## src/rtl/gate_guard_pkg.sv

```systemverilog
// Shared types and helpers for the gate-drive guard: leg states, decoded leg
// requests, and the mapping from leg number to pwm/gate bit position.
package gate_guard_pkg;

    typedef enum logic [1:0] {
        OFF  = 2'b00,
        ON_H = 2'b01,
        ON_L = 2'b10
    } leg_state_t;

    typedef enum logic [1:0] {
        REQ_NONE = 2'b00,
        REQ_H    = 2'b01,
        REQ_L    = 2'b10
    } leg_req_t;

    // Leg k owns bit 2k (high-side switch) and bit 2k+1 (low-side switch).
    function automatic int hi_idx(input int k);
        return 2 * k;
    endfunction

    function automatic int lo_idx(input int k);
        return 2 * k + 1;
    endfunction

    // req[0] is the high-side request, req[1] the low-side request.
    // Both requested together is a firmware fault and is treated as no request.
    function automatic leg_req_t decode_req(input logic [1:0] req);
        case (req)
            2'b01:   return REQ_H;
            2'b10:   return REQ_L;
            default: return REQ_NONE;
        endcase
    endfunction

endpackage

```

## src/rtl/gate_leg_guard.sv

```systemverilog
// One complementary leg: request decode, OFF/ON_H/ON_L state machine,
// dead-time and minimum-pulse counters, and the registered gate pair.
module gate_leg_guard
    import gate_guard_pkg::*;
#(
    parameter int DEADTIME_CYC  = 50,
    parameter int MIN_PULSE_CYC = 25
) (
    input  logic       clk,
    input  logic       rst,
    input  logic [1:0] req,
    input  logic       force_off,
    input  logic       allow_on,
    output logic [1:0] gate,
    output logic       st_err
);

    localparam int DT_W = $clog2(DEADTIME_CYC + 1);
    localparam int PW_W = $clog2(MIN_PULSE_CYC + 1);
    localparam logic [DT_W-1:0] DT_LOAD = DT_W'(DEADTIME_CYC);
    localparam logic [PW_W-1:0] PW_LOAD = PW_W'(MIN_PULSE_CYC - 1);

    leg_state_t      state;
    leg_state_t      state_nxt;
    leg_req_t        req_kind;
    logic [DT_W-1:0] dt_cnt;
    logic [DT_W-1:0] dt_nxt;
    logic [DT_W-1:0] dt_dec;
    logic [PW_W-1:0] pw_cnt;
    logic [PW_W-1:0] pw_nxt;
    logic [PW_W-1:0] pw_dec;
    logic            req_match;
    logic            leave_on;

    assign req_kind  = decode_req(req);
    assign st_err    = &req;
    assign dt_dec    = (dt_cnt == '0) ? '0 : dt_cnt - 1'b1;
    assign pw_dec    = (pw_cnt == '0) ? '0 : pw_cnt - 1'b1;
    assign req_match = ((state == ON_H) && (req_kind == REQ_H)) ||
                       ((state == ON_L) && (req_kind == REQ_L));
    assign leave_on  = force_off || ((pw_cnt == '0) && !req_match);

    always_comb begin
        // NOTE: every signal driven here gets a default first, so no path can
        // leave one unassigned and infer a latch.
        state_nxt = state;
        dt_nxt    = dt_cnt;
        pw_nxt    = pw_cnt;
        case (state)
            OFF: begin
                dt_nxt = dt_dec;
                // Dead time ends in the cycle the counter reaches zero, so both
                // gates are low for exactly DEADTIME_CYC cycles.
                if ((dt_dec == '0) && allow_on && !force_off && (req_kind != REQ_NONE)) begin
                    state_nxt = (req_kind == REQ_H) ? ON_H : ON_L;
                    pw_nxt    = PW_LOAD;
                end
            end
            ON_H, ON_L: begin
                if (leave_on) begin
                    state_nxt = OFF;
                    dt_nxt    = DT_LOAD;
                end else begin
                    pw_nxt = pw_dec;
                end
            end
            default: begin
                state_nxt = OFF;
                dt_nxt    = DT_LOAD;
            end
        endcase
    end

    always_ff @(posedge clk) begin
        // NOTE: sequential state uses non-blocking assignments so every flop
        // samples the pre-edge values regardless of statement order.
        if (rst) begin
            state  <= OFF;
            dt_cnt <= DT_LOAD;
            pw_cnt <= '0;
            gate   <= 2'b00;
        end else begin
            state  <= state_nxt;
            dt_cnt <= dt_nxt;
            pw_cnt <= pw_nxt;
            gate   <= {state_nxt == ON_L, state_nxt == ON_H};
        end
    end

endmodule

```

## src/rtl/gate_drive_guard.sv

```systemverilog
// Guard stage between the PWM accelerator and the H-bridge gate drivers.
// Optional build macro GATE_DRIVE_GUARD_VIOL_CNT_EN adds the viol_cnt output.
module gate_drive_guard
    import gate_guard_pkg::*;
#(
    parameter int NUM_LEGS      = 4,
    parameter int DEADTIME_CYC  = 50,
    parameter int MIN_PULSE_CYC = 25
) (
    input  logic                  clk,
    input  logic                  rst,
    input  logic                  enable,
    input  logic [2*NUM_LEGS-1:0] pwm_in,
    input  logic                  kill,
    input  logic                  fault_clr,
    input  logic                  sticky_clr,
    output logic [2*NUM_LEGS-1:0] gate_out,
    output logic                  faulted,
    output logic [NUM_LEGS-1:0]   shoot_thru_err
`ifdef GATE_DRIVE_GUARD_VIOL_CNT_EN
    ,
    output logic [15:0]           viol_cnt
`endif
);

    logic [2*NUM_LEGS-1:0] req_q;
    logic [NUM_LEGS-1:0]   st_err;
    logic                  force_off;
    logic                  allow_on;

    // kill and enable act on the very next edge; the latched fault only blocks
    // new turn-ons until firmware clears it.
    assign force_off = kill | ~enable;
    assign allow_on  = enable & ~faulted;

    always_ff @(posedge clk) begin
        if (rst) begin
            req_q          <= '0;
            faulted        <= 1'b0;
            shoot_thru_err <= '0;
        end else begin
            req_q <= pwm_in;
            if (kill) begin
                faulted <= 1'b1;
            end else if (fault_clr) begin
                faulted <= 1'b0;
            end
            shoot_thru_err <= st_err | (shoot_thru_err & ~{NUM_LEGS{sticky_clr}});
        end
    end

    for (genvar k = 0; k < NUM_LEGS; k++) begin : g_leg
        logic [1:0] leg_gate;

        gate_leg_guard #(
            .DEADTIME_CYC  (DEADTIME_CYC),
            .MIN_PULSE_CYC (MIN_PULSE_CYC)
        ) u_leg (
            .clk       (clk),
            .rst       (rst),
            .req       ({req_q[lo_idx(k)], req_q[hi_idx(k)]}),
            .force_off (force_off),
            .allow_on  (allow_on),
            .gate      (leg_gate),
            .st_err    (st_err[k])
        );

        assign gate_out[hi_idx(k)] = leg_gate[0];
        assign gate_out[lo_idx(k)] = leg_gate[1];
    end

`ifdef GATE_DRIVE_GUARD_VIOL_CNT_EN
    localparam int RC_W = $clog2(NUM_LEGS + 1);

    logic [NUM_LEGS-1:0] st_err_q;
    logic [NUM_LEGS-1:0] st_rise;
    logic [RC_W-1:0]     rise_cnt;
    logic [16:0]         viol_sum;

    assign st_rise  = st_err & ~st_err_q;
    assign viol_sum = {1'b0, viol_cnt} + 17'(rise_cnt);

    always_comb begin
        rise_cnt = '0;
        for (int k = 0; k < NUM_LEGS; k++) begin
            rise_cnt = rise_cnt + RC_W'(st_rise[k]);
        end
    end

    // A new violation in the same cycle as sticky_clr is counted, not lost.
    always_ff @(posedge clk) begin
        if (rst) begin
            st_err_q <= '0;
            viol_cnt <= '0;
        end else begin
            st_err_q <= st_err;
            if (rise_cnt != '0) begin
                viol_cnt <= viol_sum[16] ? 16'hFFFF : viol_sum[15:0];
            end else if (sticky_clr) begin
                viol_cnt <= '0;
            end
        end
    end
`else
    // Default build: no violation counter.
`endif

endmodule

```

## config.mk

```make
export PLATFORM = sky130hd
export DESIGN_NAME = gate_drive_guard
export DESIGN_NICKNAME = d
export VERILOG_FILES = /design/src/rtl/gate_guard_pkg.sv /design/src/rtl/gate_leg_guard.sv /design/src/rtl/gate_drive_guard.sv
export SDC_FILE = /design/constraint.sdc
export NUM_CORES = 1
export LEC_CHECK = 0
export BUFFER_PORTS_ARGS = -buffer_cell sky130_fd_sc_hd__buf_2
export CAP_MARGIN = 20
export CORE_AREA = 4 4 104 106
export DETAILED_ROUTE_END_ITERATION = 8
export DIE_AREA = 0 0 108 110
export HOLD_SLACK_MARGIN = 0.02
export SKIP_CTS_REPAIR_TIMING = 1
export SLEW_MARGIN = 20
export SYNTH_ARGS = -nofsm -noshare
export SYNTH_HDL_FRONTEND = slang
export SYNTH_HIERARCHICAL = 1
export SYNTH_SLANG_ARGS = --single-unit
```

## constraint.sdc

```tcl
create_clock -name clk -period 3.8 [get_ports clk]
set_input_delay 0.57 -clock clk [delete_from_list [all_inputs] [get_ports clk]]
set_output_delay 0.57 -clock clk [all_outputs]
set_load 0.1 [all_outputs]
```

# --- Word-level counts from Yosys, hierarchy flattened ---
# Index checks and enable logic that the tools add are counted.
classes:
  add_sub_neg: 8
  n_mul: 0
  div_mod_pow: 0
  magnitude_cmp: 0
  n_eq_ne: 44
  shift: 0
  n_mux: 50
  bitwise_logic: 7
  n_reduce_logical: 74
ops:
  columns: ["cell", "count"]
  rows:
  - ["$mux 5", 12]
  - ["$logic_not 6->1", 8]
  - ["$mux 6", 8]
  - ["$pmux 6 s2", 4]
  - ["$pmux 5 s2", 4]
  - ["$eq 2x1->1 const B", 16]
  - ["$eq 2x2->1 const B", 16]
  - ["$pmux 2 s2", 8]
  - ["$logic_and 1x1->1", 24]
  - ["$mux 2", 12]
  - ["$sub 6x1->6 const B", 4]
  - ["$logic_not 5->1", 4]
  - ["$sub 5x1->5 const B", 4]
  - ["$reduce_bool 2->1", 9]
  - ["$ne 2x1->1 const B", 8]
  - ["$reduce_and 3->1", 4]
  - ["$logic_not 2->1", 4]
  - ["$logic_or 1x1->1", 8]
  - ["$ne 2x2->1 const B", 4]
  - ["$reduce_and 2->1", 4]
  - ["$reduce_or 2->1", 4]
  - ["$logic_not 1->1", 5]
  - ["$and 4x4->4", 1]
  - ["$not 4->4", 1]
  - ["5 further kinds", 7]
totals:
  regBits: 73
  latch_bits: 0
  ramBits: 0
  romBits: 0
  input_bits: 14
  out_inout_bits: 13
  wordCells: 202
  n_memories: 0

# --- Longest topological paths before layout ---
depth:
  depth_word: 11
  ltp_mapped: 8
  ltp_nobuf: 7

# --- Cells and area by module ---
# The synthesis kept the hierarchy.
modules_own_cells:
  columns: ["module", "n_inst", "cells_each", "area_each_um2", "seq_area_each_um2"]
  rows:
  - ["gate_leg_guard", 4, 124, 974.7, 300.3]
  - ["gate_drive_guard", 1, 39, 447.9, 260.2]

# --- Least setup slack after synthesis ---
# No wires, ideal clock.
synth_timing:
  path_type: "reg-to-reg"
  start: "register faulted"
  end: "register g_leg[0].u_leg.pw_cnt[1]"
  setup_time_ps: 70
  arrival_time_ps: 2501
  required_time_ps: 3730
  slack_ps: 1228
  stages_incl_launch_ff: 6
  n_path_buf: 0
  synth_period_minus_slack_ps: 2572
  path_cell_list: "dfxtp_1 > nor2b_1 > or4b_2 > o31a_1 > or4_1 > a21oi_1"
synth_via:
  elab_chain_cells: 7
synth_lines:
  columns: ["item", "line", "source"]
  rows:
  - ["start: declaration", "gate_drive_guard.sv:18", "output logic faulted,"]
  - ["start signal: assignment", "gate_drive_guard.sv:39", "faulted <= 1'b0;"]
  - ["start signal: assignment", "gate_drive_guard.sv:44", "faulted <= 1'b1;"]
  - ["start signal: assignment", "gate_drive_guard.sv:46", "faulted <= 1'b0;"]
  - ["$not 1->1", "gate_drive_guard.sv:34", "assign allow_on = enable & ~faulted;"]
  - ["$and 1x1->1", "gate_drive_guard.sv:34", null]
  - ["named net allow_on", "gate_drive_guard.sv:29", "logic allow_on;"]
  - ["$logic_and 1x1->1 (3 in series)", "gate_leg_guard.sv:54", "if ((dt_dec == '0) && allow_on && !force_off && (req_kind != REQ_NONE)) begin"]
  - ["$ne 2x1->1 (no line)", null, null]
  - ["$reduce_and 3->1 (no line)", null, null]
  - ["end signal: assignment", "gate_leg_guard.sv:85", "pw_cnt <= pw_nxt;"]
  - ["end: declaration", "gate_leg_guard.sv:29", "logic [PW_W-1:0] pw_cnt;"]
# The timed path passes the listed nets, and every way through them passes these cells.
# A chain may end at the register's enable or synchronous reset.

# --- Final worst setup path ---
layout_timing:
  start: "register g_leg[0].u_leg.state[0]"
  end: "register g_leg[0].u_leg.pw_cnt[1]"
layout_via:
  elab_chain_cells: 8
  elab_cells_between_ends: 15
  cone_classes: "eq/ne: 4; mux: 1; reduce/logical: 10"
layout_lines:
  columns: ["item", "line", "source"]
  rows:
  - ["start: declaration", "gate_leg_guard.sv:23", "leg_state_t state;"]
  - ["start signal: assignment", "gate_leg_guard.sv:83", "state <= state_nxt;"]
  - ["$eq 2x1->1 or $eq 2x2->1 (tied branches)", "gate_leg_guard.sv:39, gate_leg_guard.sv:49, gate_leg_guard.sv:40", null]
  - ["$logic_and 1x1->1 (on tied branches)", "gate_leg_guard.sv:39, gate_leg_guard.sv:40", null]
  - ["$logic_or 1x1->1", "gate_leg_guard.sv:39", "assign req_match = ((state == ON_H) && (req_kind == REQ_H)) ||"]
  - ["$logic_not 1->1", "gate_leg_guard.sv:41", "assign leave_on = force_off || ((pw_cnt == '0) && !req_match);"]
  - ["$logic_and 1x1->1", "gate_leg_guard.sv:41", null]
  - ["$logic_or 1x1->1", "gate_leg_guard.sv:41", null]
  - ["$ne 2x2->1 (no line)", null, null]
  - ["$reduce_and 3->1 (no line)", null, null]
# Parallel ways exist; a longest one is shown, timed or not.

==> reports/metrics.csv <==
metric;value;unit
RD Place Congestion;0.8595;
CP Launch Type;flip-flop;
post-layout util;0.4863;
area leader, netlist;dfxtp_1;
# diodes;0;
final period utilization;0.6755;
Cell Area, Placed;4579;um^2
CTS max path bufs;2;
Syn Area/Cell;8.125;um^2
total global-route track usage;0.1658;
Layout area overhead;9.355;%
r2r setup slk;1.23;ns
slew margin rel.;0.5005;
Vias;3862;
global-route wire length before repair;16150;um
Fmax;389.6;MHz
Post-Syn Area;4347;um^2
setup TNS;0;ns
crit path DAT;2.84;ns
Filler cells;981;
routed vias/inst;5.565;
Post-synth top cells;dfxtp_1, nor2_1, inv_1;
Post-synth EDFFs;0;
Most Frequent Cell on Critical Path;a21oi_1;
synth top area cells;dfxtp_1, ha_1, a21oi_1;
Max-Cap Viols;0;
most numerous cell in the Yosys netlist;dfxtp_1;
NetSw;0.0004419;W
top cell type's share of synthesized area;0.3362;
Post-DRT Antenna Nets;0;
DR pass1 iterations;5;
Bufs and invs on worst path;1;
DR DRC count;0;
Setup Skew;0.004737;ns
outcome;finished clean;
CP Capture Type;flip-flop;
Nets;606;
CTS root buf;clkbuf_8;
Tot Pwr;0.001595;W
post-DP HPWL;6611;um
HP Class;primary input to flip-flop;
Fin. Hold Viols;0;
Worst path max stage delay;0.54;ns
Async SR Flop Fraction;0;
final wirelength;9442;um
layout cell share with drive strength beyond 1;0.1212;
worst slew pin tran;0.7424;ns
leakage;1.825;nW
H-Tree Depth;3;
sequential area share after synthesis;0.3362;
syn nets;585;
die area;11880;um^2
Clock Power Share;0.349;
YS warnings;6;
synthesis-stage register bit count;73;
Mapped Cells;535;
post-route minimum period;2.567;ns
DR iter-0 viols;165;
clock latency on the worst-skew pair;0.34;ns
Int Pwr;0.001153;W
CP max-delay cell;or4_1;
crit-path leading delay family;compound AO/OA/AOI/OAI gates;
core area;9774;um^2
CTS buffer count;9;
Layout Cell Area excl Fill;4753;um^2
Crit Path Class;flip-flop to flip-flop;
CP cell instances;inv_1 > ha_1 > nor2b_1 > o21a_1 > a21oi_1 > or4_1 > a21oi_1;
Die Wd;108;um
sw frac;0.2771;
largest net degree at the start of global routing;35;
Comb power frac;0.126;
Pwr per Cell Area;335.5;nW/um^2
Required @ worst endpoint;4.08;ns
CTS tree;done;
peak supply drop;0.1375;mV
Worst-path clk slew;0.08;ns
initial antenna violation count;0;
grt ovf;0;
Wirelength per Cell;13.61;um
initial core utilization;0.4447;
Primary FF master, synth;dfxtp_1;
clk sink count;73;
Reg power frac;0.525;
final setup violation count;0;
Slew Viols, Final;0;
io pins;27;
RSZ-0062 raised after global routing;false;
chip height;110;um
maximum fanout along the worst path;17;
PortBufs;26;
std cell rows;36;
vias in the first global route;3588;
Distinct cells, synth;37;
-- layer usage --
metal	share of wire	vias to the layer above	global-route usage
met2	0.46	54	0.2820
met4	0.019	0	0.07033
met5	0	-	0
met1	0.49	1824	0.2068
li1	-	1970	-
met3	0.031	14	0.03029
-- worst paths after layout --
| path | startpoint | end | cells after the start |
|---|---|---|---|
| min reg2reg | shoot_thru_err[2]$_SDFF_PP0_ | shoot_thru_err[2]$_SDFF_PP0_ | 2 |
| min | pwm_in[2] | req_q[2]$_SDFF_PP0_ | 2 |
| max reg2reg | g_leg[0].u_leg/state[0]$_SDFF_PP0_ | g_leg[0].u_leg/pw_cnt[1]$_SDFFE_PP0P_ | 7 |
| max | g_leg[0].u_leg/state[0]$_SDFF_PP0_ | g_leg[0].u_leg/pw_cnt[1]$_SDFFE_PP0P_ | 7 |
-- final cells by class --
cell class / count / area (um^2) / area share
timing repair buffer: 27 / 137.6 / 0.02895
multi-input combinational: 396 / 2630 / 0.5533
inverter: 49 / 183.9 / 0.03869
tap: 133 / 166.4 / 0.03501
sequential: 73 / 1461 / 0.3074
clock buffer: 13 / 158.9 / 0.03343
clock inverter: 3 / 15.01 / 0.003159
-- power by group through the flow --
stage	logic, W	registers, W	clock network [W]
6_report	0.000201	0.000838	0.000556
5_1_grt	0.000229	0.000845	0.000602
4_1_cts	0.000202	0.000837	0.000575
3_5_place_dp	0.000201	0.000854	0
3_3_place_gp	0.000196	0.000854	0
2_1_floorplan	0.000157	0.000850	0
-- worst reg2reg max path, stage by stage (launching register included) --
cell     delay [ns]
dfxtp_1        0.43
inv_1          0.11
ha_1           0.36
nor2b_1        0.19
o21a_1         0.50
a21oi_1        0.21
or4_1          0.54
a21oi_1        0.15
-- placed cells by master, fill, tap and decap left out, types with 5 or more instances in the layout --
| cell type | netlist | layout |
|---|---|---|
| o31ai_1 | 20 | 20 |
| nor2b_1 | 10 | 10 |
| nor4_1 | 8 | 8 |
| nand2b_1 | 16 | 16 |
| nand2_1 | 33 | 33 |
| nor2b_2 | 5 | 5 |
| a21oi_1 | 48 | 48 |
| inv_1 | 49 | 49 |
| o21bai_1 | 8 | 8 |
| nor2_1 | 52 | 52 |
| or4b_1 | 8 | 8 |
| a21oi_2 | 5 | 5 |
| or4_1 | 16 | 16 |
| o21ai_0 | 40 | 40 |
| nor3_1 | 16 | 16 |
| buf_2 | 0 | 26 |
| o311ai_0 | 8 | 8 |
| dfxtp_1 | 73 | 73 |
| o211ai_1 | 8 | 8 |
| or3_1 | 8 | 8 |
| clkbuf_8 | 0 | 11 |
| ha_1 | 36 | 36 |
-- cell families (layout without fill, tap and decap cells) --
family	Yosys count	in the layout	share of synthesized area
AOI/OAI and AO/OA	161	161	0.2369
adders and majority gates	40	40	0.1140
muxes	4	4	0.009212
buffers and inverters	66	92	0.05872
DFF	73	73	0.3362
and+or+nand+nor	191	191	0.2450
-- through the flow --
stage | setup WS [ns] | std cells | hold slack (ns)
2_1_floorplan | 1.228 | 535 | 0.4581
3_3_place_gp | 0.9366 | 678 | 0.4691
3_5_place_dp | 0.8890 | 678 | 0.4713
4_1_cts | 1.218 | 694 | 0.4094
6_report | 1.233 | 694 | 0.4287
5_1_grt | 1.012 | 694 | 0.4194
-- flip-flops by register name, indices dropped and copies added (netlist names) --
register            count
g_leg.u_leg/dt_cnt     24
g_leg.u_leg/pw_cnt     20
g_leg.u_leg/gate        8
g_leg.u_leg/state       8
req_q                   8
shoot_thru_err          4
faulted                 1
Power figures use the tool's default switching activity.
